## src/rtl/dsp_cascade_pkg.sv

```systemverilog
// Shared constants, FSM encoding and bank reset value for the 5-tap DSP cascade controller.
package dsp_cascade_pkg;
    localparam int NTAPS  = 5;
    localparam int COEF_W = 8;
    localparam int LAT    = 6;
    localparam int ADDR_W = 3;
    localparam int BANK_W = NTAPS * COEF_W;

    localparam logic [COEF_W-1:0] RST_CENTER = 8'h01;

    typedef enum logic [1:0] {
        IDLE  = 2'd0,
        ARMED = 2'd1,
        SWAP  = 2'd2
    } state_e;

    // Centre tap passes the pixel through unchanged; every other tap is zero.
    function automatic logic [BANK_W-1:0] coef_reset();
        logic [BANK_W-1:0] v;
        v = '0;
        v[(NTAPS/2)*COEF_W +: COEF_W] = RST_CENTER;
        return v;
    endfunction
endpackage

```

## src/rtl/sync_delay.sv

```systemverilog
// Fixed-depth shift register that keeps de/hs/vs aligned with the cascade output.
module sync_delay #(
    parameter int W = 1,
    parameter int D = 1
) (
    input  logic         clk_i,
    input  logic         rst_ni,
    input  logic [W-1:0] d_i,
    output logic [W-1:0] q_o
);
    logic [D-1:0][W-1:0] pipe_q;

    always_ff @(posedge clk_i or negedge rst_ni) begin
        if (!rst_ni) begin
            pipe_q <= '0;
        end else begin
            pipe_q[0] <= d_i;
            for (int i = 1; i < D; i++) begin
                pipe_q[i] <= pipe_q[i-1];
            end
        end
    end

    assign q_o = pipe_q[D-1];
endmodule

```

## src/rtl/dsp_cascade_ctrl.sv

```systemverilog
// Coefficient shadow/active bank controller with frame-aligned swap and sync delay for the
// HDMI convolution cascade.
module dsp_cascade_ctrl
    import dsp_cascade_pkg::*;
(
    input  logic              clk_i,
    input  logic              rst_ni,
    input  logic              cfg_valid_i,
    output logic              cfg_ready_o,
    input  logic [ADDR_W-1:0] cfg_addr_i,
    input  logic [COEF_W-1:0] cfg_data_i,
    input  logic              cfg_commit_i,
    input  logic              vs_in_i,
    input  logic              hs_in_i,
    input  logic              de_in_i,
    output logic [BANK_W-1:0] coef_out_o,
    output logic              vs_out_o,
    output logic              hs_out_o,
    output logic              de_out_o,
    output logic              swap_pending_o,
    output logic              swap_done_o,
    output logic              cfg_err_o
);
    localparam logic [ADDR_W-1:0] NTAPS_A = ADDR_W'(NTAPS);

    state_e            state_q, state_d;
    logic [BANK_W-1:0] shadow_q, shadow_d;
    logic [BANK_W-1:0] active_q, active_d;
    logic              cfg_err_q, cfg_err_d;
    logic              rdy_en_q;
    logic              vs_q;
    logic              swap_done_q;
    logic              vs_rise;

    assign vs_rise = vs_in_i & ~vs_q;

    // rdy_en_q holds cfg_ready low through reset and the first cycle after release.
    always_ff @(posedge clk_i or negedge rst_ni) begin
        if (!rst_ni) begin
            state_q     <= IDLE;
            shadow_q    <= coef_reset();
            active_q    <= coef_reset();
            cfg_err_q   <= 1'b0;
            rdy_en_q    <= 1'b0;
            vs_q        <= 1'b0;
            swap_done_q <= 1'b0;
        end else begin
            state_q     <= state_d;
            shadow_q    <= shadow_d;
            active_q    <= active_d;
            cfg_err_q   <= cfg_err_d;
            rdy_en_q    <= 1'b1;
            vs_q        <= vs_in_i;
            swap_done_q <= (state_q == SWAP);
        end
    end

    always_comb begin
        state_d        = state_q;
        shadow_d       = shadow_q;
        active_d       = active_q;
        cfg_err_d      = cfg_err_q;
        cfg_ready_o    = 1'b0;
        swap_pending_o = 1'b0;
        case (state_q)
            IDLE: begin
                cfg_ready_o = rdy_en_q;
                if (rdy_en_q) begin
                    if (cfg_valid_i) begin
                        if (cfg_addr_i < NTAPS_A) begin
                            for (int i = 0; i < NTAPS; i++) begin
                                if (cfg_addr_i == ADDR_W'(i)) begin
                                    shadow_d[i*COEF_W +: COEF_W] = cfg_data_i;
                                end
                            end
                        end else begin
                            cfg_err_d = 1'b1;
                        end
                    end
                    // A write in the commit cycle already lands in shadow_d, so it is swapped too.
                    if (cfg_commit_i) begin
                        state_d = ARMED;
                    end
                end
            end
            ARMED: begin
                swap_pending_o = 1'b1;
                if (vs_rise) begin
                    state_d = SWAP;
                end
            end
            SWAP: begin
                active_d = shadow_q;
                state_d  = IDLE;
            end
            default: state_d = IDLE;
        endcase
    end

    assign coef_out_o  = active_q;
    assign swap_done_o = swap_done_q;
    assign cfg_err_o   = cfg_err_q;

    sync_delay #(
        .W(3),
        .D(LAT)
    ) u_sync_delay (
        .clk_i (clk_i),
        .rst_ni(rst_ni),
        .d_i   ({de_in_i, hs_in_i, vs_in_i}),
        .q_o   ({de_out_o, hs_out_o, vs_out_o})
    );
endmodule

```

## config.mk

```make
export PLATFORM = sky130hd
export DESIGN_NAME = dsp_cascade_ctrl
export DESIGN_NICKNAME = d
export VERILOG_FILES = /design/src/rtl/dsp_cascade_pkg.sv /design/src/rtl/sync_delay.sv /design/src/rtl/dsp_cascade_ctrl.sv
export SDC_FILE = /design/constraint.sdc
export NUM_CORES = 1
export LEC_CHECK = 0
export BUFFER_PORTS_ARGS = -buffer_cell sky130_fd_sc_hd__buf_4
export CAP_MARGIN = 30
export CORE_ASPECT_RATIO = 0.8
export CORE_MARGIN = 1.5
export CORE_UTILIZATION = 49
export DETAILED_ROUTE_END_ITERATION = 7
export PLACE_DENSITY_LB_ADDON = 0.1
export SETUP_SLACK_MARGIN = 0.2
export SLEW_MARGIN = 20
export SYNTH_ARGS = -nofsm -noshare
export SYNTH_HDL_FRONTEND = slang
export SYNTH_HIERARCHICAL = 1
export SYNTH_SLANG_ARGS = --single-unit
```

## constraint.sdc

```tcl
create_clock -name clk_i -period 1.5 [get_ports clk_i]
set_input_delay 0.15 -clock clk_i [delete_from_list [all_inputs] [get_ports clk_i]]
set_output_delay 0.15 -clock clk_i [all_outputs]
set_load 0.01 [all_outputs]
```

==> results of run 1 <==
power by group:
part           internal, mW  switching [mW]  leakage [nW]  total (mW)
sequential             3.71           0.502          1.30        4.21
combinational          1.68           0.883         0.997        2.56
clock                 0.621           0.960        0.0915        1.58
total                  6.01            2.35          2.39        8.36
cell families (layout without fill, tap and decap cells):
group           count (synthesis)  after routing  synth area share
compound gates                  2              2           0.00439
flops                         104            104             0.702
mux                            80             80             0.243
buf+inv                         9            101            0.0155
other cells                     1              1           0.00101
simple gates                   15             15            0.0341
critical path: cells and delay by family, from the launching register on:
family                 cells  cell delay [ns]
buffers and inverters      4             0.59
flip-flops                 1             0.40
multiplexers               1             0.33
AND/OR/NAND/NOR            1             0.12
registers in the layout (all words and copies together), names as in the netlist:
signal / flops
state_q: 2
rdy_en_q: 1
u_sync_delay/pipe_q: 15
coef_out_o: 40
shadow_q: 40
cfg_err_o: 1
swap_done_o: 1
vs_q: 1
u_sync_delay/q_o: 3
how the worst min path moves through the flow:
stage                     slack [ns]  cells past startpoint     startpoint                endpoint
after CTS                       0.05                      2  cfg_data_i[7]            shadow_q[23]
after global placement          0.08                      1         rst_ni  u_sync_delay/pipe_q[0]
after floorplan                -0.15                      0         rst_ni               cfg_err_o
after detailed placement        0.08                      1         rst_ni           coef_out_o[1]
after global routing            0.05                      2  cfg_data_i[6]             shadow_q[6]
final                           0.06                      2  cfg_data_i[7]            shadow_q[23]
metal layers:
layer  wire length, um  up-vias
li1                  -      911
met1              3330     1078
met2              3260       55
met3               332        4
met4                55        0
met5                 0        -
metrics by stage:
stage                     setup WS (ns)  cell area (um2)
after CTS                       0.00262             4680
final                           -0.0517             4900
after global placement          -0.0363             4360
after floorplan                   0.105             3720
after detailed placement        -0.0564             4360
after global routing            -0.0718             4900
cell usage after synthesis:
| cell type | count |
|---|---|
| dfrtp_1 | 102 |
| mux2_2 | 78 |
| buf_2 | 4 |
| buf_4 | 3 |
| nand3_2 | 3 |
| nor2_1 | 3 |
| dfstp_2 | 2 |
| mux2_1 | 2 |
| nor2b_1 | 2 |
| nor3b_1 | 2 |
| a22o_1 | 1 |
| and4bb_2 | 1 |
| buf_6 | 1 |
| clkbuf_1 | 1 |
| conb_1 | 1 |
| nand2_1 | 1 |
| nand2b_1 | 1 |
| nand3b_2 | 1 |
| nand4b_4 | 1 |
| o21bai_1 | 1 |
what timing repair did:
item | in CTS | in global routing
setup buffers | 3 | 2
gates resized for setup | 9 | 32
endpoints found under the hold margin | 39 | 0
cloned | 0 | 3
pin swaps | 3 | 0
hold buffers | 5 | 0
endpoints found under the setup margin | 81 | 82
final cells by class:
| class | instances | area, um2 |
|---|---|---|
| flip-flops and latches | 104 | 2610 |
| fillers | 525 | 2450 |
| multi-input cells | 98 | 1220 |
| repair buffers | 85 | 786 |
| clock buffers | 9 | 124 |
| well taps | 90 | 113 |
| clock inverters | 7 | 55.1 |
==> results_dict.tcl, run 1 <==
set metrics [dict create \
    gr-usage-all-layers 0.182 \
    layout-drive-gt1-share 0.611 \
    crit_fanout 12 \
    power_density_nw_per_um2 1700 \
    setup_viol 17 \
    grt_max_degree 34 \
    finalSetupTns_ns -0.480 \
    synth_cell_types 20 \
    ys_top_cells_by_area "dfrtp_1, mux2_2, dfstp_2" \
    drt_iter0_markers 41 \
    clk_latency_ns 0.36 \
    ios 65 \
    cp.arrival_ns 1.80 \
    portBuffers 64 \
    die_height_um 80.8 \
    rsz0062_at_grt "yes" \
    status "complete, but fails checks" \
    diodes 0 \
    reg2reg_from "state_q[0]" \
    clock_path_buffers 2 \
    fin_skew_ns 0.00931 \
    ys_seq_area_frac 0.702 \
    synth_area_leader_cell "dfrtp_1" \
    holdWs_ns 0.0559 \
    antenna_found_initial 0 \
    gp_congestion 0.707 \
    yosys_warnings 6 \
    cts_root_buffer "clkbuf_8" \
    hold_class "in2reg" \
    grt_pass1_wl_mm 10.8 \
    dr.pass1.iters 4 \
    place.detailed.hpwl_mm 4.29 \
    cts_max_level 3 \
    dpl.cell_count 364 \
    final_util 0.666 \
    drc 0 \
    wl_per_cell_um 17.8 \
    vias 2048 \
    endpoint "coef_out_o[26]" \
    avgViaCountPerCell 5.21 \
    area_growth_pct 32.2 \
    start_kind "flop" \
    clkSlewWorstSetupHoldPaths_ns 0.10 \
    cts_made_buffers 9 \
    cts.sinks 104 \
    reg2reg_slack_ns -0.05 \
    gr-usage-met2 0.284 \
    r2r-end "coef_out_o[26]" \
    fin_crit_ns 1.55 \
    yosys.area.top_type_share 0.688 \
    initial_core_util 0.504 \
    vdd_drop_max_v 0.000992 \
    core-area_um2 7360 \
    max_stage_delay_ns 0.40 \
    setup_ws_ns -0.0517 \
    final_common_cell "dfrtp_1" \
    layout_common_cells "dfrtp_1, buf_4, mux2_2, mux2_4, clkbuf_8" \
    grt.busiest_layer "met2" \
    cp.required_ns 1.75 \
    crit_chain "buf_4 -> buf_6 -> nor2b_4 -> buf_12 -> clkbuf_16 -> mux2_2" \
    stdcell_count 393 \
    rows 28 \
    fp.dieArea_um2 8110 \
    crit_slowest_cell "dfrtp_1" \
    wl_mm 6.98 \
    max_freq_mhz 644 \
    r2r_cells 6 \
    ant_nets 0 \
    p_leak_nw 2.39 \
    min_period_over_period 1.03 \
    report.final.slew_viol_count 0 \
    avgSynthCellArea_um2 17.6 \
    grtUsageMet3 0.0680 \
    ys_seq_elements 104 \
    grt_pass1_vias 2050 \
    cts_tree "yes" \
    fin_nets 316 \
    syn_area_um2 3710 \
    cp-end-kind "flop" \
    startpoint "state_q[0]" \
    p_total_mw 8.36 \
    grtUsageMet1 0.245 \
    synth_nets 229 \
    die_x_um 100 \
    grt-ovfl-total 0 \
    timing_worst_setup_path_type "reg2reg" \
    hold_violations 0 \
    violations "setup timing" \
    maxCapViolCount 0 \
    syn_inst 211 \
]
No activity file was read; power rests on OpenSTA's default activity.
==> run 2: changes to the inputs <==
--- a/config.mk
+++ b/config.mk
@@ -12,6 +12,7 @@
 export CORE_UTILIZATION = 49
 export DETAILED_ROUTE_END_ITERATION = 7
 export PLACE_DENSITY_LB_ADDON = 0.1
+export REMOVE_ABC_BUFFERS = 1
 export SETUP_SLACK_MARGIN = 0.2
 export SLEW_MARGIN = 20
 export SYNTH_ARGS = -nofsm -noshare
==> constraint.sdc (replaced) <==
create_clock -name clk_i -period 1.5 [get_ports clk_i]
set_input_delay 0 -clock clk_i [delete_from_list [all_inputs] [get_ports clk_i]]
set_output_delay 0 -clock clk_i [all_outputs]
set_load 0.01 [all_outputs]
==> run 2 against run 1 <==
Net effect: largest cell class unchanged; the run now ends clean; first-iteration DRC count up 120%; critical path type unchanged; combinational power barely moved; total power hardly changed; via count increased by 0.24%; die area unchanged; critical path depth shrank 3; non-clock buffer count increased by 18; highest routed layer unchanged.
==> results_dict.tcl, run 2 (synthesis gave the netlist of run 1 again) <==
set metrics [dict create \
    dr.pass1.iters 4 \
    min_period_over_period 0.981 \
    cts_tree "yes" \
    report.final.slew_viol_count 0 \
    cts.sinks 104 \
    r2r_cells 3 \
    initial_core_util 0.504 \
    cp.arrival_ns 1.72 \
    dpl.cell_count 370 \
    crit_fanout 8 \
    hold_violations 0 \
    rsz0062_at_grt "yes" \
    drt_iter0_markers 90 \
    fill_cells 540 \
    p_seq_frac 0.501 \
    endpoint "shadow_q[26]" \
    clock_path_buffers 2 \
    swShare 0.280 \
    rows 28 \
    area_growth_pct 36.5 \
    wl_mm 7.15 \
    power_density_nw_per_um2 1650 \
    grt_max_degree 45 \
    gp_congestion 0.701 \
    hold_class "in2reg" \
    fin_skew_ns 0.0141 \
    setup_ws_ns 0.0287 \
    grt-ovfl-total 0 \
    antenna_found_initial 0 \
    place.detailed.hpwl_mm 4.30 \
    maxCapViolCount 0 \
    timing_worst_setup_path_type "reg2reg" \
    die_height_um 80.8 \
    die_x_um 100 \
    intPower_mw 6.02 \
    cp-end-kind "flop" \
    holdWs_ns 0.0391 \
    stdcell_count 411 \
    status "finished, final reports clean" \
    gr-usage-all-layers 0.195 \
    avgViaCountPerCell 5.00 \
    cts_made_buffers 9 \
    fin_nets 334 \
    ant_nets 0 \
    grt_pass1_wl_mm 11.6 \
    startpoint "state_q[1]" \
    fp.dieArea_um2 8110 \
    cts_root_buffer "clkbuf_8" \
    max_freq_mhz 680 \
    p_total_mw 8.35 \
    grt_pass1_vias 2227 \
    wl_per_cell_um 17.4 \
    p_sw_mw 2.34 \
    start_kind "flop" \
    combinationalPowerShare 0.302 \
    cts_max_level 3 \
    reg2reg_from "state_q[1]" \
    diodes 0 \
    final_common_cell "dfrtp_1" \
    vias 2053 \
    reg2reg_slack_ns 0.03 \
    cp.required_ns 1.75 \
    layout_common_cells "dfrtp_1, buf_4, mux2_2, mux2_4, dlygate4sd3_1" \
    core-area_um2 7360 \
    clkSlewWorstSetupHoldPaths_ns 0.09 \
    portBuffers 64 \
    dp_slack_ns -0.0120 \
    ios 65 \
    p_leak_nw 2.45 \
    drc 0 \
    layout-drive-gt1-share 0.607 \
    fin_crit_ns 1.47 \
    vdd_drop_max_v 0.00102 \
    clk_latency_ns 0.37 \
    r2r-end "shadow_q[26]" \
    setup_viol 0 \
    clockPowerShare 0.196 \
]
## run 2: cell count changes in the layout (fill, tap and decap cells not counted), sizes merged
cell and delta:
dlygate4sd3 +9, clkinv -1, buf +11, clkbuf -1
## run 2: routing by layer
metal	vias up	GRT usage	wire, um
met4	0	0.0423	78
met3	7	0.0628	253
met2	43	0.322	3560
met1	1051	0.255	3260
met5	-	0	0
li1	952	-	-
## run 2: what timing repair did
action | 4_1_cts | 5_1_grt
setup endpoints to repair | 81 | 82
pin swaps | 3 | 0
buffers inserted | 5 | 0
endpoints found under the hold margin | 149 | 0
resized for setup | 37 | 2
cloned | 5 | 1
hold buffers | 14 | 0
## run 2: critical path, stage by stage, from the launching register on
cell and delay [ns]:
dfrtp_1 0.39, and4bb_4 0.41, nand4b_4 0.23, mux2_2 0.33
## run 2: how the worst min path moves through the flow
stage                       start                   to  slack, ns  cells past startpoint
finish              cfg_addr_i[0]            cfg_err_o       0.04                      3
floorplan                  rst_ni            cfg_err_o      -0.30                      0
global route        cfg_addr_i[0]            cfg_err_o       0.03                      3
global placement           rst_ni  u_sync_delay/q_o[2]      -0.06                      1
CTS                 cfg_addr_i[0]            cfg_err_o       0.04                      3
detailed placement         rst_ni  u_sync_delay/q_o[1]      -0.05                      1
## run 2: final cells by class
type / count / area (um2) / area share
Timing Repair Buffer: 103 / 1030 / 0.203
Clock inverter: 6 / 50.0 / 0.00988
Sequential cell: 104 / 2610 / 0.514
Multi-Input combinational cell: 98 / 1130 / 0.223
Tap cell: 90 / 113 / 0.0222
Clock buffer: 10 / 138 / 0.0272
## run 2: power by group through the flow
| stage | sequential, mW | clock (mW) | combinational (mW) |
|---|---|---|---|
| after floorplan | 4.37 | 0 | 0.856 |
| after global placement | 4.20 | 0 | 2.19 |
| after detailed placement | 4.23 | 0 | 2.23 |
| after CTS | 4.19 | 1.69 | 2.55 |
| after global routing | 4.30 | 1.80 | 2.72 |
| final | 4.19 | 1.64 | 2.53 |
## run 2: stage by stage
step	instance area (um2)	utilization	setup TNS, ns
floorplan	3650	-	-52.07
global placement	4410	0.599	0
detailed placement	4410	0.599	-0.0349
CTS	5030	0.684	0
global route	5060	0.688	-0.181
finish	5060	0.688	0
